<file path="src/rtl/num_set_pkg.sv">
// num_set_pkg: shared BCD digit type, BCD maximum, load clamp helper and repeat FSM states
package num_set_pkg;
    typedef logic [3:0] bcd_t;
    localparam bcd_t BCD_MAX = 4'd9;
    typedef enum logic [1:0] {ST_IDLE, ST_DELAY, ST_REPEAT} rep_st_t;
    function automatic bcd_t bcd_clamp(input bcd_t d);
        return (d > BCD_MAX) ? BCD_MAX : d;
    endfunction
endpackage

</file>
<file path="src/rtl/bcd_entry_btn_repeat.sv">
// btn_repeat: edge detect of up/down/h/l (clk, rst_n, abort in) with IDLE/DELAY/REPEAT auto-repeat giving step_up/step_down/h_edge/l_edge pulses
module btn_repeat
    import num_set_pkg::*;
#(
    parameter int REPEAT_DELAY = 25_000_000,
    parameter int REPEAT_RATE  = 5_000_000
) (
    input  logic clk,
    input  logic rst_n,
    input  logic up,
    input  logic down,
    input  logic h,
    input  logic l,
    input  logic abort,
    output logic step_up,
    output logic step_down,
    output logic h_edge,
    output logic l_edge
);
    localparam int CMAX = (REPEAT_DELAY > REPEAT_RATE) ? REPEAT_DELAY : REPEAT_RATE;
    localparam int CW   = $clog2(CMAX + 1);
    rep_st_t       state;
    logic [CW-1:0] cnt;
    logic          dir;
    logic [3:0]    btn, hist, lock, edg;
    logic          held, hold_ok, tick_hit, start_up, start_dn, rep_step;
    assign btn    = {l, h, down, up};
    assign edg    = btn & ~hist & ~lock;
    assign h_edge = edg[2];
    assign l_edge = edg[3];
    always_comb begin
        held      = dir ? down : up;
        hold_ok   = held && !(up && down);
        tick_hit  = (state == ST_DELAY) ? (cnt == CW'(REPEAT_DELAY)) : (cnt == CW'(REPEAT_RATE));
        start_up  = (state == ST_IDLE) && edg[0] && !down;
        start_dn  = (state == ST_IDLE) && edg[1] && !up;
        rep_step  = (state != ST_IDLE) && hold_ok && tick_hit;
        step_up   = !abort && (start_up || (rep_step && !dir));
        step_down = !abort && (start_dn || (rep_step && dir));
    end
    always_ff @(posedge clk) begin
        if (!rst_n) begin
            state <= ST_IDLE;
            cnt   <= '0;
            dir   <= 1'b0;
            hist  <= '0;
            lock  <= '1;
        end else begin
            hist <= btn;
            lock <= lock & btn;
            if (abort || (state != ST_IDLE && !hold_ok)) begin
                state <= ST_IDLE;
                cnt   <= '0;
            end else if (start_up || start_dn) begin
                state <= ST_DELAY;
                cnt   <= CW'(1);
                dir   <= start_dn;
            end else if (rep_step) begin
                state <= ST_REPEAT;
                cnt   <= CW'(1);
            end else if (state != ST_IDLE) begin
                cnt <= cnt + CW'(1);
            end
        end
    end
endmodule

</file>
<file path="src/rtl/bcd_entry.sv">
// bcd_entry: button-driven BCD entry (clk, rst_n, up/down/h/l buttons, load/load_data in; data, cursor, changed out)
module bcd_entry
    import num_set_pkg::*;
#(
    parameter int DIGITS       = 4,
    parameter int CARRY_MODE   = 0,
    parameter int REPEAT_DELAY = 25_000_000,
    parameter int REPEAT_RATE  = 5_000_000
) (
    input  logic                       clk,
    input  logic                       rst_n,
    input  logic                       up_button,
    input  logic                       down_button,
    input  logic                       h_button,
    input  logic                       l_button,
    input  logic                       load,
    input  logic [4*DIGITS-1:0]        load_data,
    output logic [4*DIGITS-1:0]        data,
    output logic [$clog2(DIGITS)-1:0]  cursor,
    output logic                       changed
);
    localparam int CB = $clog2(DIGITS);
    logic                step_up, step_down, h_edge, l_edge, carry, sat;
    logic [4*DIGITS-1:0] stepped, clamped, nxt;
    bcd_t                d;
    btn_repeat #(
        .REPEAT_DELAY(REPEAT_DELAY),
        .REPEAT_RATE (REPEAT_RATE)
    ) u_rep (
        .clk      (clk),
        .rst_n    (rst_n),
        .up       (up_button),
        .down     (down_button),
        .h        (h_button),
        .l        (l_button),
        .abort    (load),
        .step_up  (step_up),
        .step_down(step_down),
        .h_edge   (h_edge),
        .l_edge   (l_edge)
    );
    always_comb begin
        stepped = data;
        clamped = '0;
        carry   = 1'b1;
        d       = '0;
        for (int i = 0; i < DIGITS; i++) begin
            d = data[4*i +: 4];
            clamped[4*i +: 4] = bcd_clamp(load_data[4*i +: 4]);
            if ((CARRY_MODE == 0) ? (i == int'(cursor)) : (i >= int'(cursor) && carry)) begin
                stepped[4*i +: 4] = step_up ? ((d == BCD_MAX) ? 4'd0 : d + 4'd1)
                                            : ((d == 4'd0) ? BCD_MAX : d - 4'd1);
                carry = step_up ? (d == BCD_MAX) : (d == 4'd0);
            end
        end
        sat = (CARRY_MODE != 0) && carry;
        nxt = load ? clamped : ((step_up || step_down) && !sat) ? stepped : data;
    end
    always_ff @(posedge clk) begin
        if (!rst_n) begin
            data    <= '0;
            cursor  <= '0;
            changed <= 1'b0;
        end else begin
            data    <= nxt;
            changed <= (nxt != data);
            if (h_edge && !l_edge)
                cursor <= (cursor == CB'(DIGITS - 1)) ? '0 : cursor + CB'(1);
            else if (l_edge && !h_edge)
                cursor <= (cursor == '0) ? CB'(DIGITS - 1) : cursor - CB'(1);
        end
    end
endmodule

</file>
<file path="config.mk">
export PLATFORM = sky130hd
export DESIGN_NAME = bcd_entry
export DESIGN_NICKNAME = d
export VERILOG_FILES = /design/src/rtl/num_set_pkg.sv /design/src/rtl/bcd_entry_btn_repeat.sv /design/src/rtl/bcd_entry.sv
export SDC_FILE = /design/constraint.sdc
export NUM_CORES = 1
export LEC_CHECK = 0
export ABC_AREA = 1
export CAP_MARGIN = 20
export CORE_MARGIN = 1.5
export CORE_UTILIZATION = 25
export DETAILED_ROUTE_END_ITERATION = 8
export GPL_ROUTABILITY_DRIVEN = 1
export GPL_TIMING_DRIVEN = 0
export PLACE_DENSITY_LB_ADDON = 0.2
export SLEW_MARGIN = 20
export SYNTH_ARGS = -nofsm -noshare
export SYNTH_HDL_FRONTEND = slang
export SYNTH_SLANG_ARGS = --single-unit
export TNS_END_PERCENT = 1
</file>
<file path="constraint.sdc">
create_clock -name clk -period 3.6 [get_ports clk]
set_input_delay 0.54 -clock clk [delete_from_list [all_inputs] [get_ports clk]]
set_output_delay 0.54 -clock clk [all_outputs]
set_load 0.1 [all_outputs]
</file>
# Yosys cells after proc, flatten, opt, wreduce, memory -nomap -nowiden
# Index checks and enable logic that the tools add are counted.
[op_classes] addsub=11 n_mul=0 div=0 magnitude_cmp=4 eq_ne=12 shift=0 mux=33 bitwise_logic=7 reduce_logical=43
[ops] operator="two-way mux 4 bit" count=20
[ops] operator="two-way mux 16 bit" count=2
[ops] operator="adder 25 x 1 -> 25 bit, second input constant" count=1
[ops] operator="== test 25 x 23 -> 1 bit, second input constant" count=1
[ops] operator="== test 25 bit, second input constant" count=1
[ops] operator="adder 4 x 1 -> 4 bit, second input constant" count=4
[ops] operator="== test 4 bit, second input constant" count=4
[ops] operator="> comparator 4 bit, second input constant" count=4
[ops] operator="logical NOT 4 bit" count=4
[ops] operator="inequality test 16 bit" count=1
[ops] operator="subtractor 4 x 1 -> 4 bit, second input constant" count=4
[ops] operator="logical AND 1 bit" count=15
[ops] operator="AND 4 bit" count=3
[ops] operator="logical NOT 1 bit" count=8
[ops] operator="two-way mux 2 bit" count=4
[ops] operator="NOT 4 bit" count=2
[ops] operator="two-way mux 1 bit" count=7
[ops] operator="logical NOT 2 bit" count=3
[ops] operator="nonzero test 2 bit" count=3
[ops] operator="logical OR 1 bit" count=5
[ops] operator="== test 2 bit, first input constant" count=2
[ops] operator="OR reduction 4 bit" count=1
[ops] operator="nonzero test 3 bit" count=1
[ops] operator="OR reduction 3 bit" count=1
[ops] operator="other kinds (8)" count=9
[word_totals] regBits=55 latch_bits=0 ramBits=0 romBits=0 in_bits=23 output_inout_bits=19 word_cells=120 memories=0

# Longest topological paths before layout
# Gate-level depths: netlist of the first run.
[depth] ltp_word=13 depth_mapped=21 depth_no_buf=21

# By module
# From an unflattened synthesis of the first run, not the netlist that was laid out.
[hier_totals] cells_unflattened=690 area_unflattened_um2=4237.8
[modules_own_cells] module="bcd_entry" n_inst=1 cells_per_inst=388 area_each_um2=2188.3 seq_area_each_um2=380.4
[modules_own_cells] module="btn_repeat" n_inst=1 cells_per_inst=302 area_each_um2=2049.5 seq_area_each_um2=720.7

# Worst setup path before layout of the first run
# Ideal clock, no wire load.
[synth_path] path_kind="register to register" start="reg data[12]" end="reg changed" setup_ps=110 arrival_ps=2468 required_ps=3490 path_slack_ps=1022 stages_incl_launch_ff=18 n_path_buf=1 period_less_slack_ps=2578 path_cell_list="dfxtp_1 -> clkbuf_1 -> nand2_1 -> inv_1 -> nand2_1 -> nand2_1 -> nand3_1 -> a21boi_0 -> nand3_1 -> nand3_1 -> nand2_1 -> nand2_1 -> a21oi_1 -> nand2_1 -> nor2_1 -> nand3_1 -> nand2_1 -> inv_1"
[synth_between] elab_chain_cells=7 elab_cells_between_ends=11 cone_classes="add/sub: 2; eq/ne: 2; mux: 6; reduce/logical: 1"
[synth_rtl] element="start: declaration" line="bcd_entry.sv:18" rtl="output logic [4*DIGITS-1:0] data,"
[synth_rtl] element="start signal: assignment" line="bcd_entry.sv:65" rtl="data <= nxt;"
[synth_rtl] element="subtractor 4 x 1 -> 4 bit, or another cell as far along" line="bcd_entry.sv:52" rtl=": ((d == 4'd0) ? BCD_MAX : d - 4'd1);"
[synth_rtl] element="two-way mux 4 bit (on tied branches)" line="bcd_entry.sv:52, bcd_entry.sv:51"
[synth_rtl] element="two-way mux 4 bit" line="bcd_entry.sv:51" rtl="stepped[4*i +: 4] = step_up ? ((d == BCD_MAX) ? 4'd0 : d + 4'd1)"
[synth_rtl] element="two-way mux 4 bit" line="bcd_entry.sv:50" rtl="if ((CARRY_MODE == 0) ? (i == int'(cursor)) : (i >= int'(cursor) && carry)) begin"
[synth_rtl] element="two-way mux 16 bit (2 in a row)" line="bcd_entry.sv:57" rtl="nxt = load ? clamped : ((step_up || step_down) && !sat) ? stepped : data;"
[synth_rtl] element="inequality test 16 bit (*)" line="bcd_entry.sv:66" rtl="changed <= (nxt != data);"
[synth_rtl] element="end signal: assignment" line="bcd_entry.sv:66"
[synth_rtl] element="end: declaration" line="bcd_entry.sv:20" rtl="output logic changed"
# Mark *: on every way between the ends. The rest lies on a longest branch, timed or not.
# A chain may end at the register's enable or synchronous reset.

# Worst setup path in the final report of the first run
[layout_path] start="in load" end="reg changed"
[layout_between] elab_chain_cells=7 elab_cells_between_ends=15 cone_classes="eq/ne: 1; mux: 10; reduce/logical: 4"
[layout_rtl] element="start: declaration" line="bcd_entry.sv:16" rtl="input logic load,"
[layout_rtl] element="logical NOT 1 bit" line="bcd_entry_btn_repeat.sv:38, bcd_entry_btn_repeat.sv:39"
[layout_rtl] element="logical AND 1 bit" line="bcd_entry_btn_repeat.sv:38" rtl="step_up = !abort && (start_up || (rep_step && !dir));"
[layout_rtl] element="two-way mux 4 bit" line="bcd_entry.sv:51"
[layout_rtl] element="two-way mux 4 bit" line="bcd_entry.sv:50"
[layout_rtl] element="two-way mux 16 bit" line="bcd_entry.sv:57"
[layout_rtl] element="two-way mux 16 bit (*)" line="bcd_entry.sv:57"
[layout_rtl] element="inequality test 16 bit (*)" line="bcd_entry.sv:66"
# Marks and branches as above.

==> out/results.ini, run 1 <==
[run_status]
status = finished clean

[floorplanning]
initial_core_util_pct = 25.64
die_area_sq_mm = 0.01496
row_count = 43
coreArea_sq_mm = 0.01388
die_w_microns = 122.3
chipHeight_microns = 122.3
io_pins = 42

[timing]
grt_setup_unrepaired = no
slew_headroom_pct = 33.19
fmax_ghz = 0.3347
max_slew.worst_pin.slew_ns = 0.9990
fin_ws_ns = 0.6124
setup_violations = 0
clock_skew_ns = 0.01039
final_hold_viol_count = 0
setup_tns_ns = 0
maxSlewViolCount = 0
min_period_ns = 2.988
hold_slack_ns = 0.4412
fin_crit_sh_pct = 82.99

[finish]
layout_common_cells = nand2_1, nor2_1, inv_1, nand3_1, dfxtp_1
syn2layout_area_growth_pct = 22.78
final_common_cell = nand2_1
final_layout_size_suffix_gt1_share_pct = 5.280
n_antenna_cell = 0
fillCellCount = 1514
final_core_util_pct = 31.49
final_nets = 654

[global_route]
grt_most_used_layer = met2
grtUsageMet3_pct = 2.509
grt_pass1_vias = 3477
grt_util_met2_pct = 22.63
antenna_found_initial = 0
grt_start_max_net_pins = 20
grt_pass1_wl_microns = 16530
grt_use_met1_pct = 18.64
grt_use_total_pct = 13.97
grt_overflow = 0

[clock_tree]
cts-resized-gates = 0
cts_tree = built
post-cts-setup-buffer-count = 0
htree_num_levels = 2
clk_pin_slew_worst_paths_ns = 0.07
clockBufferDepth = 2
ctsHoldBuffers = 0
cts_made_buffers = 5
clockRootBuffer = clkbuf_16
cts.sinks = 55
clk-insertion-delay-late_ns = 0.31

[critical_path]
r2r_setup_slack_ns = 1.02
ff2ff_path_depth = 20
critical_path_class = input port to register
crit_fanout = 10
cp-start-kind = input port
end_kind = register
cp.required_ns = 3.81
worstPathArrival_ns = 3.20

[synthesis]
yosys.area.top_type = dfxtp_1
synth_fp_nets = 606
async_flop_share_pct = 0
synthFlopType = dfxtp_1
synth_area_leaders = dfxtp_1, nand2_1, nand3_1
avgSynthCellArea_sq_um = 6.180
netlist_instances = 576
yosysWarnings = 0
netlist_area_sq_mm = 0.003560
synth-edff-count = 0
synth-seq-cells = 55
ys_types = 38
yosysSeqAreaShare_pct = 30.93
synth_top_area_share_pct = 30.93

[drt]
first_iter_violations = 332
postRouteAntennaNets = 0
wl_per_cell_microns = 12.67
drc = 0
drt-vias-per-instance = 4.688
dr.pass1.iters = 6
drt-total-wl_microns = 10200
via_count = 3774

[placed_design]
place_worst_setup_slack_ns = 0.2509
gp_congestion = 0.8525
dpl.hpwl_microns = 7805
port_buffers = 41

[pwr]
cellPowerDensity_mw_per_mm2 = 374.6
leakage_nw = 1.891
ir_drop_mv = 0.2259

[hold_path]
holdPathStages = 2
hold_class = register to register

[run]
drv_cap = 0

cell usage after synthesis, types with 6 or more instances:
cell     count
inv_1       71
dfxtp_1     55
ha_1         7
nand4_1      7
nor2_1      76
o21ai_0     25
nand3_1     66
nor3_1       6
a21oi_1     37
nand2_1    158
power by group:
group / internal [W] / total [W] / leakage (nW) / switching, W
registers: 0.000629 / 0.000656 / 0.450 / 0.0000266
logic: 0.000119 / 0.000378 / 1.36 / 0.000258
clock network: 0.000337 / 0.000604 / 0.0863 / 0.000267
critical path, stage by stage:
cell and delay, ns:
clkdlybuf4s50_1 0.64, clkinv_1 0.44, buf_2 0.35, buf_1 0.29, nand3_1 0.16, nand3_1 0.10
nand3_1 0.08, nand2_1 0.06, nor2_1 0.11, nand2_1 0.07, nor2_1 0.11, nand3_1 0.13
nand2_1 0.08, inv_1 0.04
path summary, 6_finish.rpt:
check / from / end
max: load / changed
min: u_rep.lock[1] / u_rep.lock[1]
max reg2reg: u_rep.cnt[0] / changed
min reg2reg: u_rep.lock[1] / u_rep.lock[1]
state kept, by name, indices dropped and copies added (netlist names):
register     count
u_rep.lock       4
changed          1
u_rep.hist       4
data            16
cursor           2
u_rep.dir        1
u_rep.state      2
u_rep.cnt       25
per-layer routing:
layer	vias to the layer above	share of wire, %
li1	1950	-
met5	-	0
met2	88	46
met3	12	4.9
met4	0	1.4
met1	1724	48
final cells by class:
| cell class | count | area [sq um] | area share [%] |
|---|---|---|---|
| clock inverters | 3 | 50.05 | 1.145 |
| plain buffers | 11 | 58.81 | 1.346 |
| repair buffers | 41 | 410.4 | 9.390 |
| flip-flops and latches | 55 | 1101 | 25.19 |
| inverters | 78 | 292.8 | 6.699 |
| multi-input cells | 432 | 2107 | 48.21 |
| well taps | 180 | 225.2 | 5.153 |
| clock buffers | 5 | 125.1 | 2.863 |
stage by stage:
step / cells / cell area [sq um] / power (W)
5_1_grt: 805 / 4370 / 0.001721
4_1_cts: 805 / 4370 / 0.001651
3_5_place_dp: 797 / 4195 / 0.001047
3_3_place_gp: 797 / 4195 / 0.001043
6_report: 805 / 4370 / 0.001637
2_1_floorplan: 576 / 3560 / 0.0009371
kinds of logic after synthesis:
logic type	Yosys count	share of synthesized area (%)
fa+ha+maj	7	2.460
simple gates	332	40.74
xor+xnor	9	2.214
compound gates	84	13.78
buf+inv	89	9.877
flops	55	30.93
(Power assumes the default switching activity.)
==> inputs of run 2 (changes only) <==
==> constraint.sdc (replaced) <==
create_clock -name clk -period 2.5 [get_ports clk]
set_input_delay 0.375 -clock clk [delete_from_list [all_inputs] [get_ports clk]]
set_output_delay 0.375 -clock clk [all_outputs]
set_load 0.1 [all_outputs]
==> run 2 against run 1 <==
Final cell count increased by 0.87%. Largest power group unchanged. First-iteration DRC count is 22% lower. Hold slack worse by 0.064 ns. Register-to-register slack lost 0.99 ns. Global-route usage rose by 0.097 points.
==> out/results.ini, run 2 (synthesis gave the netlist of run 1 again) <==
[finish]
reg.largest.list = u_rep.cnt x25, data x16
final_common_cell = nand2_1
final_core_util_pct = 32.73  ; +1.2 points
n_antenna_cell = 0  ; unchanged
top_register = u_rep.cnt
regArea_sq_mm = 0.001107  ; +0.57%
final_layout_size_suffix_gt1_share_pct = 10.60  ; +5.3 points
fillCellCount = 1531  ; +1.1%
largest_register_ff_count = 25  ; unchanged
multiInputGateArea_sq_mm = 0.002227  ; +5.7%
fin_cells = 812  ; +0.87%
final_nets = 661  ; +1.1%
syn2layout_area_growth_pct = 27.63
layout_common_cells = nand2_1, nor2_1, inv_1, nand3_1, dfxtp_1

[floorplanning]
io_pins = 42  ; unchanged
die_area_sq_mm = 0.01496  ; unchanged
initial_core_util_pct = 25.64  ; unchanged
chipHeight_microns = 122.3  ; unchanged
row_count = 43  ; unchanged
die_w_microns = 122.3  ; unchanged
coreArea_sq_mm = 0.01388  ; unchanged

[placed_design]
dpl.hpwl_microns = 7621  ; -2.3%
gp_congestion = 0.8755  ; +2.7%
place_worst_setup_slack_ns = -0.7480  ; -0.9989 ns
dp_cells = 797  ; unchanged
port_buffers = 41  ; unchanged

[critical_path]
end_kind = register
cp.required_ns = 2.70  ; -1.11 ns
r2r-start = u_rep.cnt[0]
critical_path_class = register to register
r2r_setup_slack_ns = 0.03  ; -0.99 ns
reg2reg_to = changed
worstPathArrival_ns = 2.68  ; -0.52 ns
cp-start-kind = register
ff2ff_path_depth = 20  ; unchanged
crit_fanout = 10  ; unchanged

[hold_path]
holdPathStages = 3  ; +1
holdPathEnd = u_rep.hist[1]
hold_class = input port to register
min_from = down_button

[clock_tree]
clk_pin_slew_worst_paths_ns = 0.08  ; about the same
htree_num_levels = 2  ; unchanged
cts_tree = built
clockRootBuffer = clkbuf_16
ctsHoldBuffers = 0  ; unchanged
clockBufferDepth = 2  ; unchanged
cts.sinks = 55  ; unchanged
clk-insertion-delay-late_ns = 0.30  ; about the same
cts_made_buffers = 5  ; unchanged

[pwr]
ir_drop_mv = 0.2652  ; +17%
leakage_nw = 1.966  ; +4.0%
finalPower_w = 0.002293  ; +40%
cellPowerDensity_mw_per_mm2 = 504.7  ; +35%

[timing]
fin_ws_ns = 0.02772  ; -0.5847 ns
grt_setup_unrepaired = yes
slew_headroom_pct = 33.82  ; +0.64 points
final_hold_viol_count = 0  ; unchanged
setup_tns_ns = 0  ; unchanged
fin_crit_sh_pct = 98.89
maxSlewViolCount = 0  ; unchanged
min_period_ns = 2.472
setup_violations = 0  ; unchanged
fmax_ghz = 0.4045
max_slew.worst_pin.slew_ns = 0.9895  ; -0.009501 ns
clock_skew_ns = 0.005513  ; -0.004876 ns

[drt]
first_iter_violations = 258  ; -22%
postRouteAntennaNets = 0  ; unchanged
wl_per_cell_microns = 12.68  ; about the same
via_count = 3747  ; -0.72%
drc = 0  ; unchanged
drt-total-wl_microns = 10300  ; +0.94%
drt-vias-per-instance = 4.615  ; -1.6%
dr.pass1.iters = 4  ; -2

[global_route]
grt_overflow = 0  ; unchanged
grt_pass1_vias = 3500  ; +0.66%
antenna_found_initial = 0  ; unchanged
grt_use_total_pct = 14.07  ; +0.097 points
grt_pass1_wl_microns = 16590  ; +0.33%
grt_start_max_net_pins = 19  ; -5.0%

[run]
drv_cap = 0  ; unchanged

[run_status]
status = finished clean

[run 2: changes by cell type in the layout (fill, tap and decap cells not counted), moves of 4 or more]
cell / previous run / this run
buf_4: 2 / 6
nand3_1: 66 / 59
inv_2: 2 / 6
nand3_4: 1 / 5
[run 2: cell type report]
class,count,share of cell area [%]
Sequential cell,55,24.37
Timing Repair Buffer,47,10.08
Clock inverter,2,0.4406
Tap cell,180,4.957
Buffer,11,1.570
Multi-Input combinational cell,433,49.02
Inverter,78,6.500
Clock buffer,6,3.057
[run 2: worst max path at each step]
stage | from | to | cells past startpoint
floorplan | cursor[0] | changed | 15
global placement | load | changed | 14
detailed placement | load | changed | 14
CTS | u_rep.cnt[0] | changed | 19
global route | u_rep.cnt[0] | changed | 20
finish | u_rep.cnt[0] | changed | 20
[run 2: metal layers]
metal | share of wire, % | track usage (%) | wire (microns) | vias up
met4 | 2.0 | 5.378 | 201 | 0
met3 | 5.6 | 2.835 | 577 | 15
met2 | 43 | 22.17 | 4457 | 78
li1 | - | - | - | 1971
met1 | 49 | 18.89 | 5062 | 1683
met5 | 0 | 0 | 0 | -
[run 2: power by group]
| part | switching, W | internal (W) |
|---|---|---|
| clock | 0.000370 | 0.000410 |
| combinational | 0.000387 | 0.000183 |
| sequential | 0.0000386 | 0.000905 |
| total | 0.000795 | 0.00150 |
[run 2: stage by stage]
stage / hold slack, ns / cell area [sq um]
after floorplan: 0.4145 / 3561
after global placement: 0.4250 / 4197
after detailed placement: 0.4378 / 4197
after CTS: 0.4487 / 4360
after global routing: 0.4068 / 4543
final: 0.3771 / 4543
[run 2: what timing repair did]
action | CTS | global route
gates resized for setup | 3 | 39
gates cloned | 0 | 2
setup endpoints to repair | 14 | 5
pin swaps | 0 | 10
buffers inserted | 0 | 5
[run 2: worst max-delay path, stage by stage (launching register included)]
cell and delay (ns):
dfxtp_4 0.36, inv_2 0.06, ha_1 0.15, nand2_1 0.05, nor2_1 0.11, nand3_2 0.11, nor2_4 0.12, nand4_1 0.11
nand2_2 0.18, nand2_2 0.10, buf_6 0.16, nand2_1 0.08, nand3_2 0.08, nand3_2 0.07, nand2_1 0.05, nor2_1 0.12
nand2_1 0.08, nor2_1 0.12, nand3_1 0.12, nand2_1 0.08, inv_1 0.04
==> inputs of run 3 (changes only) <==
--- a/config.mk
+++ b/config.mk
@@ -13,8 +13,10 @@
 export GPL_ROUTABILITY_DRIVEN = 1
 export GPL_TIMING_DRIVEN = 0
 export PLACE_DENSITY_LB_ADDON = 0.2
+export SKIP_CTS_REPAIR_TIMING = 1
 export SLEW_MARGIN = 20
 export SYNTH_ARGS = -nofsm -noshare
 export SYNTH_HDL_FRONTEND = slang
+export SYNTH_HIERARCHICAL = 1
 export SYNTH_SLANG_ARGS = --single-unit
 export TNS_END_PERCENT = 1
==> run 3 against run 2 <==
The flow now finishes with violations (negative setup slack). Via count up 16%. Synthesized area increased by 19%. Clock power decreased by 5.3%. Routed wire length up 15%. Largest cell class unchanged.
==> out/results.ini, run 3 <==
[timing]
fin_ws_ns = -0.1589  ; -0.1866 ns
final_hold_viol_count = 0  ; unchanged
fmax_ghz = 0.3761  ; -7.0%
fin_crit_sh_pct = 106.4  ; +7.5 points
min_period_ns = 2.659  ; +0.1866 ns
slew_headroom_pct = 34.41  ; +0.59 points
clock_skew_ns = 0.01062  ; +0.005103 ns
grt_setup_unrepaired = yes
maxSlewViolCount = 0  ; unchanged
max_slew.worst_pin.slew_ns = 0.9807  ; -0.008791 ns
setup_violations = 1  ; +1

[global_route]
grt_use_total_pct = 13.70  ; -0.37 points
grt_pass1_vias = 3970  ; +13%
grt_util_met2_pct = 21.59  ; -0.59 points
grt_pass1_wl_microns = 19800  ; +19%
grt_use_met1_pct = 19.42  ; +0.53 points
grtUsageMet3_pct = 2.283  ; -0.55 points
grt_start_max_net_pins = 19  ; unchanged
antenna_found_initial = 0  ; unchanged
grt_most_used_layer = met2
grt_overflow = 0  ; unchanged

[synthesis]
yosysWarnings = 6  ; +6
async_flop_share_pct = 0  ; unchanged
synthFlopType = dfxtp_1
ys_types = 39  ; +2.6%
yosys.area.top_type = dfxtp_1
synth-edff-count = 0  ; unchanged
synth_common_cells = nand2_1, nor2_1, nand3_1
netlist_instances = 690  ; +20%
synth_area_leaders = dfxtp_1, nand2_1, nand3_1
yosysSeqAreaShare_pct = 25.98  ; -4.9 points
avgSynthCellArea_sq_um = 6.142  ; -0.62%
synth_fp_nets = 733  ; +21%
netlist_area_sq_mm = 0.004238  ; +19%
yosysMostFrequentCell = nand2_1
synth-seq-cells = 55  ; unchanged
synth_top_area_share_pct = 25.98  ; -4.9 points

[clock_tree]
cts_made_buffers = 5  ; unchanged
htree_num_levels = 2  ; unchanged
clockRootBuffer = clkbuf_16
clk_pin_slew_worst_paths_ns = 0.08  ; about the same
clockBufferDepth = 2  ; unchanged
cts_tree = built
clk-insertion-delay-late_ns = 0.31  ; about the same
cts.sinks = 55  ; unchanged

[finish]
final_cell_area_sq_mm = 0.005319  ; +17%
syn2layout_area_growth_pct = 25.51
fin_cells = 973  ; +20%
reg.largest.list = u_rep/cnt x25, data x16
top_register = u_rep/cnt
final_layout_size_suffix_gt1_share_pct = 13.94  ; +3.3 points
final_nets = 795  ; +20%
n_antenna_cell = 0  ; unchanged
largest_register_ff_count = 25  ; unchanged
final_common_cell = nand2_1
layout_common_cells = nand2_1, nor2_1, nand3_1, inv_1, dfxtp_1
final_core_util_pct = 32.07  ; -0.66 points

[drt]
wl_per_cell_microns = 12.18  ; -3.9%
drt-vias-per-instance = 4.482  ; -2.9%
drc = 0  ; unchanged
dr.pass1.iters = 5  ; +1
postRouteAntennaNets = 0  ; unchanged
via_count = 4361  ; +16%
first_iter_violations = 192  ; -26%
drt-total-wl_microns = 11850  ; +15%

[critical_path]
end_kind = register
worstPathArrival_ns = 2.85  ; +0.17 ns
cp-start-kind = register
critical_path_class = register to register
crit_fanout = 7  ; -3
cp.required_ns = 2.69  ; about the same

[pwr]
ir_drop_mv = 0.2534  ; -4.5%
leakage_nw = 2.283  ; +16%
finalPower_w = 0.002297  ; +0.19%
cellPowerDensity_mw_per_mm2 = 431.9  ; -14%

[placed_design]
gp_congestion = 0.7932  ; -9.4%
dp_cells = 951  ; +19%
port_buffers = 41  ; unchanged
postPlaceCellArea_sq_mm = 0.004926  ; +17%
dpl.hpwl_microns = 9048  ; +19%

[hold_path]
hold_class = input port to register

[floorplanning]
die_w_microns = 133.2  ; +8.9%
initial_core_util_pct = 25.55  ; -0.090 points
chipHeight_microns = 133.2  ; +8.9%
row_count = 47  ; +9.3%
io_pins = 42  ; unchanged
die_area_sq_mm = 0.01774  ; +19%
coreArea_sq_mm = 0.01658  ; +19%

[run]
drv_cap = 0  ; unchanged

[run_status]
status = finished, violations left
violations = negative setup slack

-- run 3: cell types whose count changed after synthesis, moves of 5 or more --
cell | before | now
buf_2 | 2 | 7
ha_1 | 7 | 20
inv_1 | 71 | 79
nand2_1 | 158 | 206
nand3_1 | 66 | 80
nand4_1 | 7 | 16
nor2_1 | 76 | 87
nor2_2 | 4 | 10
nor2_4 | 0 | 6
o21ai_0 | 25 | 11
xor2_1 | 5 | 12
-- run 3: logic make-up (layout without fill, tap and decap cells) --
group / Yosys count / count (layout) / synth area share, %
buffers and inverters: 102 / 165 / 10.22
flip-flops: 55 / 55 / 25.98
adder cells (fa/ha/maj): 20 / 20 / 5.905
AND/OR/NAND/NOR: 428 / 428 / 45.00
XOR/XNOR: 17 / 17 / 3.513
AO/OA/AOI/OAI: 68 / 68 / 9.389
-- run 3: critical path: stages (launching register included) --
cell and delay [ns]:
dfxtp_1 0.40, nand2_1 0.13, nor3_1 0.21, nand2_1 0.11, nor2_4 0.14, nand4_1 0.11, a21oi_2 0.24, buf_6 0.18
inv_8 0.05, nand2_8 0.07, nand2_4 0.05, a21oi_2 0.09, nand2_1 0.08, o211ai_2 0.07, nand2_1 0.10, nand2_1 0.07
nand2_1 0.06, nor2_2 0.15, nand2_2 0.08, nor2_2 0.10, a21oi_1 0.06
-- run 3: layer usage --
layer  vias up  part of all wire [%]
li1       2326                     -
met1      1967                    51
met2        58                    44
met3        10                   3.1
met4         0                   1.4
met5         -                     0
-- run 3: report_power, final --
part	switching (W)	total [W]	internal, W
registers	0.0000393	0.000944	0.000905
logic	0.000409	0.000614	0.000205
clock network	0.000363	0.000739	0.000376
-- run 3: metrics by stage --
| step | hold WS [ns] | TNS (ns) | setup WS [ns] |
|---|---|---|---|
| after detailed placement | 0.4364 | -7.172 | -0.8777 |
| after global placement | 0.4373 | -7.229 | -0.8752 |
| after floorplan | 0.4183 | 0 | 0.02898 |
| final | 0.3723 | -0.1589 | -0.1589 |
| after CTS | 0.4545 | -1.613 | -0.5482 |
| after global routing | 0.4076 | -0.3915 | -0.3742 |
-- run 3: final timing paths --
path	endpoint	from	slack (ns)	cells past startpoint
worst min register to register	u_rep/lock[2]	u_rep/lock[2]	0.45	2
worst max-delay path	changed	u_rep/cnt[11]	-0.16	20
worst min-delay path	u_rep/hist[0]	up_button	0.37	3
worst max register to register	changed	u_rep/cnt[11]	-0.16	20
-- run 3: cell type report --
class,count,area (sq um)
inverters,87,336.6
plain buffers,15,106.4
flip-flops and latches,55,1114
clock inverters,3,25.02
repair buffers,55,520.5
fillers,1876,11260
clock buffers,5,125.1
well taps,220,275.3
multi-input cells,533,2816
